[config.mk]
export PLATFORM = sky130hd
export DESIGN_NAME = booth_divider_iter_flat
export DESIGN_NICKNAME = d
export VERILOG_FILES = /design/src/rtl/booth_divider_iter_if.sv /design/src/rtl/booth_divider_iter.sv /design/src/flat_wrapper.sv
export SDC_FILE = /design/constraint.sdc
export NUM_CORES = 1
export LEC_CHECK = 0
export BUFFER_PORTS_ARGS = -buffer_cell sky130_fd_sc_hd__buf_2
export CAP_MARGIN = 20
export CORE_MARGIN = 1
export CORE_UTILIZATION = 37
export CTS_BUF_LIST = sky130_fd_sc_hd__clkbuf_8
export DETAILED_ROUTE_END_ITERATION = 12
export GPL_TIMING_DRIVEN = 0
export SLEW_MARGIN = 25
export SYNTH_ARGS = -nofsm -noshare
export SYNTH_HDL_FRONTEND = slang
export SYNTH_SLANG_ARGS = --single-unit
[constraint.sdc]
create_clock -name clk -period 6.3 [get_ports clk]
set_input_delay 1.26 -clock clk [delete_from_list [all_inputs] [get_ports clk]]
set_output_delay 1.26 -clock clk [all_outputs]
set_load 0.01 [all_outputs]
[src/rtl/booth_divider_iter_if.sv]
// Operand/result handshake bundle for the iterative divider.
// Master drives operands and out_ready; slave returns in_ready and the result.
interface booth_divider_iter_if #(
  parameter int WIDTH = 32
);
  logic             in_valid;
  logic             in_ready;
  logic             in_signed;
  logic [WIDTH-1:0] dividend;
  logic [WIDTH-1:0] divisor;
  logic             out_valid;
  logic             out_ready;
  logic [WIDTH-1:0] quotient;
  logic [WIDTH-1:0] remainder;
  logic             div_by_zero;

  modport master (
    output in_valid, in_signed, dividend, divisor, out_ready,
    input  in_ready, out_valid, quotient, remainder, div_by_zero
  );

  modport slave (
    input  in_valid, in_signed, dividend, divisor, out_ready,
    output in_ready, out_valid, quotient, remainder, div_by_zero
  );
endinterface

[src/rtl/booth_divider_iter.sv]
// Radix-2 restoring divider, one quotient bit per clock; result WIDTH+1 edges after accept.
// Result held in DONE until out_ready; in_ready is low for the whole operation.
module booth_divider_iter #(
  parameter int WIDTH = 32
) (
  input  logic                clk,
  input  logic                rst_n,
  booth_divider_iter_if.slave bus
);
  localparam int CW = $clog2(WIDTH + 1);

  typedef enum logic [1:0] {IDLE, BUSY, DONE} state_t;

  state_t           state, state_nxt;
  logic             accept, step, fixup, retire;
  logic [CW-1:0]    cnt;
  logic [WIDTH-1:0] rem, qd, dsr, q_out, r_out;
  logic             neg_q, neg_r, dbz;
  logic             a_neg, b_neg, b_zero;
  logic [WIDTH-1:0] a_mag, b_mag;
  logic [WIDTH:0]   rem_sh, diff;

  assign a_neg  = bus.in_signed & bus.dividend[WIDTH-1];
  assign b_neg  = bus.in_signed & bus.divisor[WIDTH-1];
  assign a_mag  = a_neg ? -bus.dividend : bus.dividend;
  assign b_mag  = b_neg ? -bus.divisor  : bus.divisor;
  assign b_zero = (bus.divisor == '0);

  // qd shifts dividend bits out of the top while quotient bits enter at the bottom
  assign rem_sh = {rem, qd[WIDTH-1]};
  assign diff   = rem_sh - {1'b0, dsr};

  always_ff @(posedge clk or negedge rst_n) begin
    if (!rst_n) state <= IDLE;
    else        state <= state_nxt;
  end

  always_comb begin
    state_nxt = state;
    accept    = 1'b0;
    step      = 1'b0;
    fixup     = 1'b0;
    retire    = 1'b0;
    case (state)
      IDLE: begin
        if (bus.in_valid) begin
          accept    = 1'b1;
          state_nxt = b_zero ? DONE : BUSY;
        end
      end
      BUSY: begin
        if (cnt == CW'(WIDTH)) begin
          fixup     = 1'b1;
          state_nxt = DONE;
        end else begin
          step = 1'b1;
        end
      end
      DONE: begin
        if (bus.out_ready) begin
          retire    = 1'b1;
          state_nxt = IDLE;
        end
      end
      default: state_nxt = IDLE;
    endcase
  end

  always_ff @(posedge clk or negedge rst_n) begin
    if (!rst_n) begin
      cnt   <= '0;
      rem   <= '0;
      qd    <= '0;
      dsr   <= '0;
      q_out <= '0;
      r_out <= '0;
      neg_q <= 1'b0;
      neg_r <= 1'b0;
      dbz   <= 1'b0;
    end else begin
      if (accept) begin
        if (b_zero) begin
          q_out <= '1;
          r_out <= bus.dividend;
          dbz   <= 1'b1;
        end else begin
          qd    <= a_mag;
          dsr   <= b_mag;
          rem   <= '0;
          cnt   <= '0;
          neg_q <= a_neg ^ b_neg;
          neg_r <= a_neg;
        end
      end
      if (step) begin
        cnt <= cnt + CW'(1);
        qd  <= {qd[WIDTH-2:0], ~diff[WIDTH]};
        // a negative trial keeps the shifted value, whose top bit is then always clear
        rem <= diff[WIDTH] ? rem_sh[WIDTH-1:0] : diff[WIDTH-1:0];
      end
      if (fixup) begin
        q_out <= neg_q ? -qd  : qd;
        r_out <= neg_r ? -rem : rem;
      end
      if (retire) dbz <= 1'b0;
    end
  end

  assign bus.in_ready    = (state == IDLE);
  assign bus.out_valid   = (state == DONE);
  assign bus.quotient    = q_out;
  assign bus.remainder   = r_out;
  assign bus.div_by_zero = dbz;
endmodule
[src/flat_wrapper.sv]
// flat-port wrapper written by rule: the top's interface ports become plain ports
module booth_divider_iter_flat 
#(
  parameter int WIDTH = 32
)
  (clk, rst_n, bus_in_valid, bus_in_signed, bus_dividend, bus_divisor, bus_out_ready, bus_in_ready, bus_out_valid, bus_quotient, bus_remainder, bus_div_by_zero);
  booth_divider_iter_if #(.WIDTH(WIDTH)) bus_i ();
  input  logic clk;
  input  logic rst_n;
  input wire logic [$bits(bus_i.in_valid)-1:0] bus_in_valid;
  input wire logic [$bits(bus_i.in_signed)-1:0] bus_in_signed;
  input wire logic [$bits(bus_i.dividend)-1:0] bus_dividend;
  input wire logic [$bits(bus_i.divisor)-1:0] bus_divisor;
  input wire logic [$bits(bus_i.out_ready)-1:0] bus_out_ready;
  output wire logic [$bits(bus_i.in_ready)-1:0] bus_in_ready;
  output wire logic [$bits(bus_i.out_valid)-1:0] bus_out_valid;
  output wire logic [$bits(bus_i.quotient)-1:0] bus_quotient;
  output wire logic [$bits(bus_i.remainder)-1:0] bus_remainder;
  output wire logic [$bits(bus_i.div_by_zero)-1:0] bus_div_by_zero;
  assign bus_i.in_valid = bus_in_valid;
  assign bus_i.in_signed = bus_in_signed;
  assign bus_i.dividend = bus_dividend;
  assign bus_i.divisor = bus_divisor;
  assign bus_i.out_ready = bus_out_ready;
  assign bus_in_ready = bus_i.in_ready;
  assign bus_out_valid = bus_i.out_valid;
  assign bus_quotient = bus_i.quotient;
  assign bus_remainder = bus_i.remainder;
  assign bus_div_by_zero = bus_i.div_by_zero;
  booth_divider_iter #(.WIDTH(WIDTH)) u_core (.clk(clk), .rst_n(rst_n), .bus(bus_i));
endmodule
==> results by group <==
Cells and area
  – Commonest cells after routing, fill and taps aside: sky130_fd_sc_hd__dfrtp_1, sky130_fd_sc_hd__buf_2, sky130_fd_sc_hd__nor2_1, sky130_fd_sc_hd__o21ai_0, sky130_fd_sc_hd__nand2_1
  – Most frequent standard cell in the layout excluding fill and tap cells: sky130_fd_sc_hd__dfrtp_1
  – Nets@finish: 1589
  – Growth of design area from synthesis to finish: 14.3%
  – Post-route cell area: 12900 um^2
  – Fraction of final layout cells sized beyond drive strength 1: 0.130
  – Non-Filler Instances: 1885
  – Filler cell count: ~3000
  – Final design utilization: 0.433

Clocking
  – Buffer cell driving the clock tree root: sky130_fd_sc_hd__clkbuf_8
  – Clock insertion delay at the later pin of the skew report: 0.48 ns
  – Clock sink count: 171
  – Number of buffers created by CTS: 17
  – Post-CTS sizing: 0
  – Deepest clock path buffer count: 2
  – Reg clk slew, reported paths: 0.09 ns
  – Deepest level of the CTS H-tree: 4
  – Number of post-CTS setup repair buffers: 0
  – Cts hold-fix bufs: 0
  – CTS tree: done

Global route
  – Number of antenna violations at the first check in global routing: 1
  – Global route overflow: 0
  – Pin count of the biggest net entering global routing: 66
  – Global-route wire length before repair: 57000 um
  – Global router's overall resource usage: 0.240
  – Vias in the first global route: 10000

Power
  – Leakage component of the power: 5.58 nW
  – Cell internal power dissipation: 3.77 mW
  – Comb power frac: 0.589
  – Share of power burned in the clock network: 0.107
  – Largest vdd supply drop: 217 uV
  – Switching power as a share of total power: 0.480
  – Total power per unit cell area: 563 nW/um^2
  – Reported net switching power: 3.48 mW
  – Sequential share of power: 0.304

Timing
  – Achievable frequency: 0.218 GHz
  – Final clock skew: 0.0134 ns
  – Final hold violation count: 0
  – Slew Limit Fails: 0
  – Setup violations, final: 0
  – Fin Setup TNS: 0 ns
  – Worst Hold Slack: 0.493 ns
  – Slew headroom: 0.323
  – Worst Max-Slew Pin Slew: 1.01 ns
  – Clock period minus final worst setup slack: 4.58 ns
  – Setup repair after global routing missed its margin: no
  – Ratio of final minimum period to clock period: 0.728

Placed design
  – Placed Instances: 1852
  – Area after detailed placement: 12500 um^2
  – DP Wirelength: 29400 um
  – Placer's final routability congestion estimate: about 0.95
  – Number of port buffers: 135

Worst setup path
  – Worst endpoint data arrival time: 4.92 ns
  – Buf+Inv Stages, Crit Path: 3
  – Cells along the critical path: buf_2 > nor4_1 > nor2b_1 > nand4_1 > nor4_2 > nand2_1 > nand3_1 > clkbuf_1 > buf_1 > a21oi_1
  – Kind of cell with the highest combined delay on the critical path: simple AND/OR/NAND/NOR gates
  – Classification of the worst setup path: in2reg
  – CP max stage delay: 0.75 ns
  – CP required: 6.64 ns
  – Origin of the critical flop-to-flop path: u_core.qd[31]$_DFFE_PN0P_
  – Kind of capture point of the worst setup path: flop
  – Endpoint of the worst register-to-register path: u_core.rem[27]$_DFFE_PN0P_
  – Critical Path Start: bus_divisor[13]
  – Slack of the worst reg-to-reg path: 2.27 ns
  – Cell type of the slowest stage on the worst timing path: sky130_fd_sc_hd__nor4_2
  – Maximum fanout encountered on the critical timing path: 10
  – Worst Reg-to-Reg Cells: 14
  – Startpoint type of the worst setup path: primary input

Worst hold path
  – Hold EP: u_core.dsr[26]$_DFFE_PN0P_
  – Hold Crit Class: reg2reg
  – Min-delay src: u_core.dsr[26]$_DFFE_PN0P_
  – Number of instances on the worst hold path: 2

Floorplanning
  – Starting density of the core: 0.379
  – Floorplan die height: 177 um
  – X dimension of the die: roughly 180 um
  – # IOs: 136
  – Std-Cell Rows: 63
  – Area of the die: 31200 um^2
  – Placeable core area: a little under 30000 um^2

Logic synthesis
  – Sequential share of the synthesized area: 0.379
  – Mapped Cells: 1325
  – Warnings, synthesis: 0
  – Number of flops mapped to enable cells by yosys: 0
  – Area share of the leading cell type in the synthesized netlist: 0.379
  – Post-Synthesis Mean Instance Area: ~8.5 um^2
  – Synthesized cell area: 11300 um^2
  – Share of async-settable or async-resettable flops after synthesis: 1.00
  – Distinct cell type count of the synthesized netlist: between 60 and 70
  – Post-Synthesis Net Count: around 1400
  – Top FF cell, synth: sky130_fd_sc_hd__dfrtp_1
  – Ranking of synthesized cells by area: sky130_fd_sc_hd__dfrtp_1, sky130_fd_sc_hd__xnor2_1, sky130_fd_sc_hd__xor2_1
  – Post-synth top area cell: sky130_fd_sc_hd__dfrtp_1
  – Flops & latches, synth: about 170

Job
  – Maxcap violations: 0

Routing
  – ANT nets after route: 0
  – Number of iterations in the first detailed-routing pass: 5
  – Vias: about 11000
  – Drc violations: 0
  – Final wirelength: between 30000 and 40000 um
  – Post-detailed-route wirelength per cell: 19.6 um
  – Detailed router's first-iteration violation count: 811
  – Ratio of routed vias to standard cells: 5.61

Status
  – Status: finished clean
==> through the flow <==
step                total power, mW  setup WS (ns)
detailed placement             6.44           1.36
finish                         7.25           1.72
floorplan                      5.21           2.79
global route                   7.87           1.51
CTS                            7.24           1.86
global placement               6.37           1.18
==> sequential cells by signal (all words and copies together), names as in the netlist <==
signal and cells:
u_core.neg_r 1, u_core.neg_q 1, u_core.state 2, u_core.bus.quotient 32, u_core.bus.div_by_zero 1, u_core.dsr 32
u_core.qd 32, u_core.rem 32, u_core.cnt 6, u_core.bus.remainder 32
==> how the worst max path moves through the flow <==
stage	to	slack, ns	depth (start not counted)
floorplan	u_core.rem[11]$_DFFE_PN0P_	2.79	11
global placement	u_core.dsr[30]$_DFFE_PN0P_	1.18	1
detailed placement	u_core.dsr[24]$_DFFE_PN0P_	1.36	10
CTS	u_core.dsr[24]$_DFFE_PN0P_	1.86	10
global route	u_core.dsr[24]$_DFFE_PN0P_	1.51	10
finish	u_core.dsr[24]$_DFFE_PN0P_	1.72	10
==> synthesized netlist by cell type (11+ instances only) <==
library cell	instances
sky130_fd_sc_hd__a21oi_1	112
sky130_fd_sc_hd__nor4_1	12
sky130_fd_sc_hd__o21ai_0	124
sky130_fd_sc_hd__a22oi_1	22
sky130_fd_sc_hd__nor2_1	127
sky130_fd_sc_hd__mux2i_1	33
sky130_fd_sc_hd__or3_1	13
sky130_fd_sc_hd__clkbuf_1	52
sky130_fd_sc_hd__a221o_1	11
sky130_fd_sc_hd__nor3_1	44
sky130_fd_sc_hd__o22ai_1	19
sky130_fd_sc_hd__ha_1	38
sky130_fd_sc_hd__nand2b_1	17
sky130_fd_sc_hd__xor2_1	72
sky130_fd_sc_hd__nand3_1	29
sky130_fd_sc_hd__inv_1	54
sky130_fd_sc_hd__a31oi_1	19
sky130_fd_sc_hd__nand4_1	11
sky130_fd_sc_hd__nand2_1	120
sky130_fd_sc_hd__dfrtp_1	171
sky130_fd_sc_hd__o31ai_1	23
sky130_fd_sc_hd__xnor2_1	74
==> power groups by stage <==
stage	clock network (mW)	registers (mW)	logic (mW)
final	0.778	2.21	4.27
after global routing	0.829	2.27	4.77
after CTS	0.785	2.19	4.26
after detailed placement	0	2.21	4.23
after global placement	0	2.20	4.18
after floorplan	0	2.12	3.09
==> kinds of logic (layout without fill, tap and decap cells) <==
logic type / count (synthesis) / in the layout / share of synthesized area
AOI/OAI and AO/OA: 398 / 398 / 0.219
xor gates and xnor gates: 146 / 146 / 0.113
adders and majority gates: 39 / 39 / 0.0439
buffers and inverters: 118 / 287 / 0.0400
DFF: 171 / 171 / 0.379
muxes: 34 / 34 / 0.0303
other: 0 / 1 / 0
and+or+nand+nor: 419 / 419 / 0.174
==> tightest hold or removal path, stage by stage (launching register included) <==
cell and delay, ns:
sky130_fd_sc_hd__dfrtp_1 0.35, sky130_fd_sc_hd__nand2_1 0.05, sky130_fd_sc_hd__o21ai_0 0.06
==> cell type report <==
| class | count | area [um^2] | area share |
|---|---|---|---|
| plain buffers | 64 | 249 | 0.0193 |
| repair buffers | 137 | 741 | 0.0575 |
| clock buffers | 18 | 248 | 0.0192 |
| diodes | 1 | 2.50 | 0.000194 |
| inverters | 54 | 203 | 0.0157 |
| well taps | 390 | 488 | 0.0379 |
| flip-flops and latches | 171 | 4280 | 0.332 |
| clock inverters | 14 | 129 | 0.0100 |
| multi-input cells | 1036 | 6550 | 0.508 |
==> per-layer routing <==
| layer | vias to the layer above | share of wire | track usage |
|---|---|---|---|
| met5 | - | 0.00032 | 0 |
| met4 | 2 | 0.033 | 0.0880 |
| met3 | 71 | 0.062 | 0.0349 |
| met2 | 386 | 0.46 | 0.394 |
| met1 | 5049 | 0.45 | 0.318 |
| li1 | 5064 | - | - |
Power figures use the tool's default switching activity.
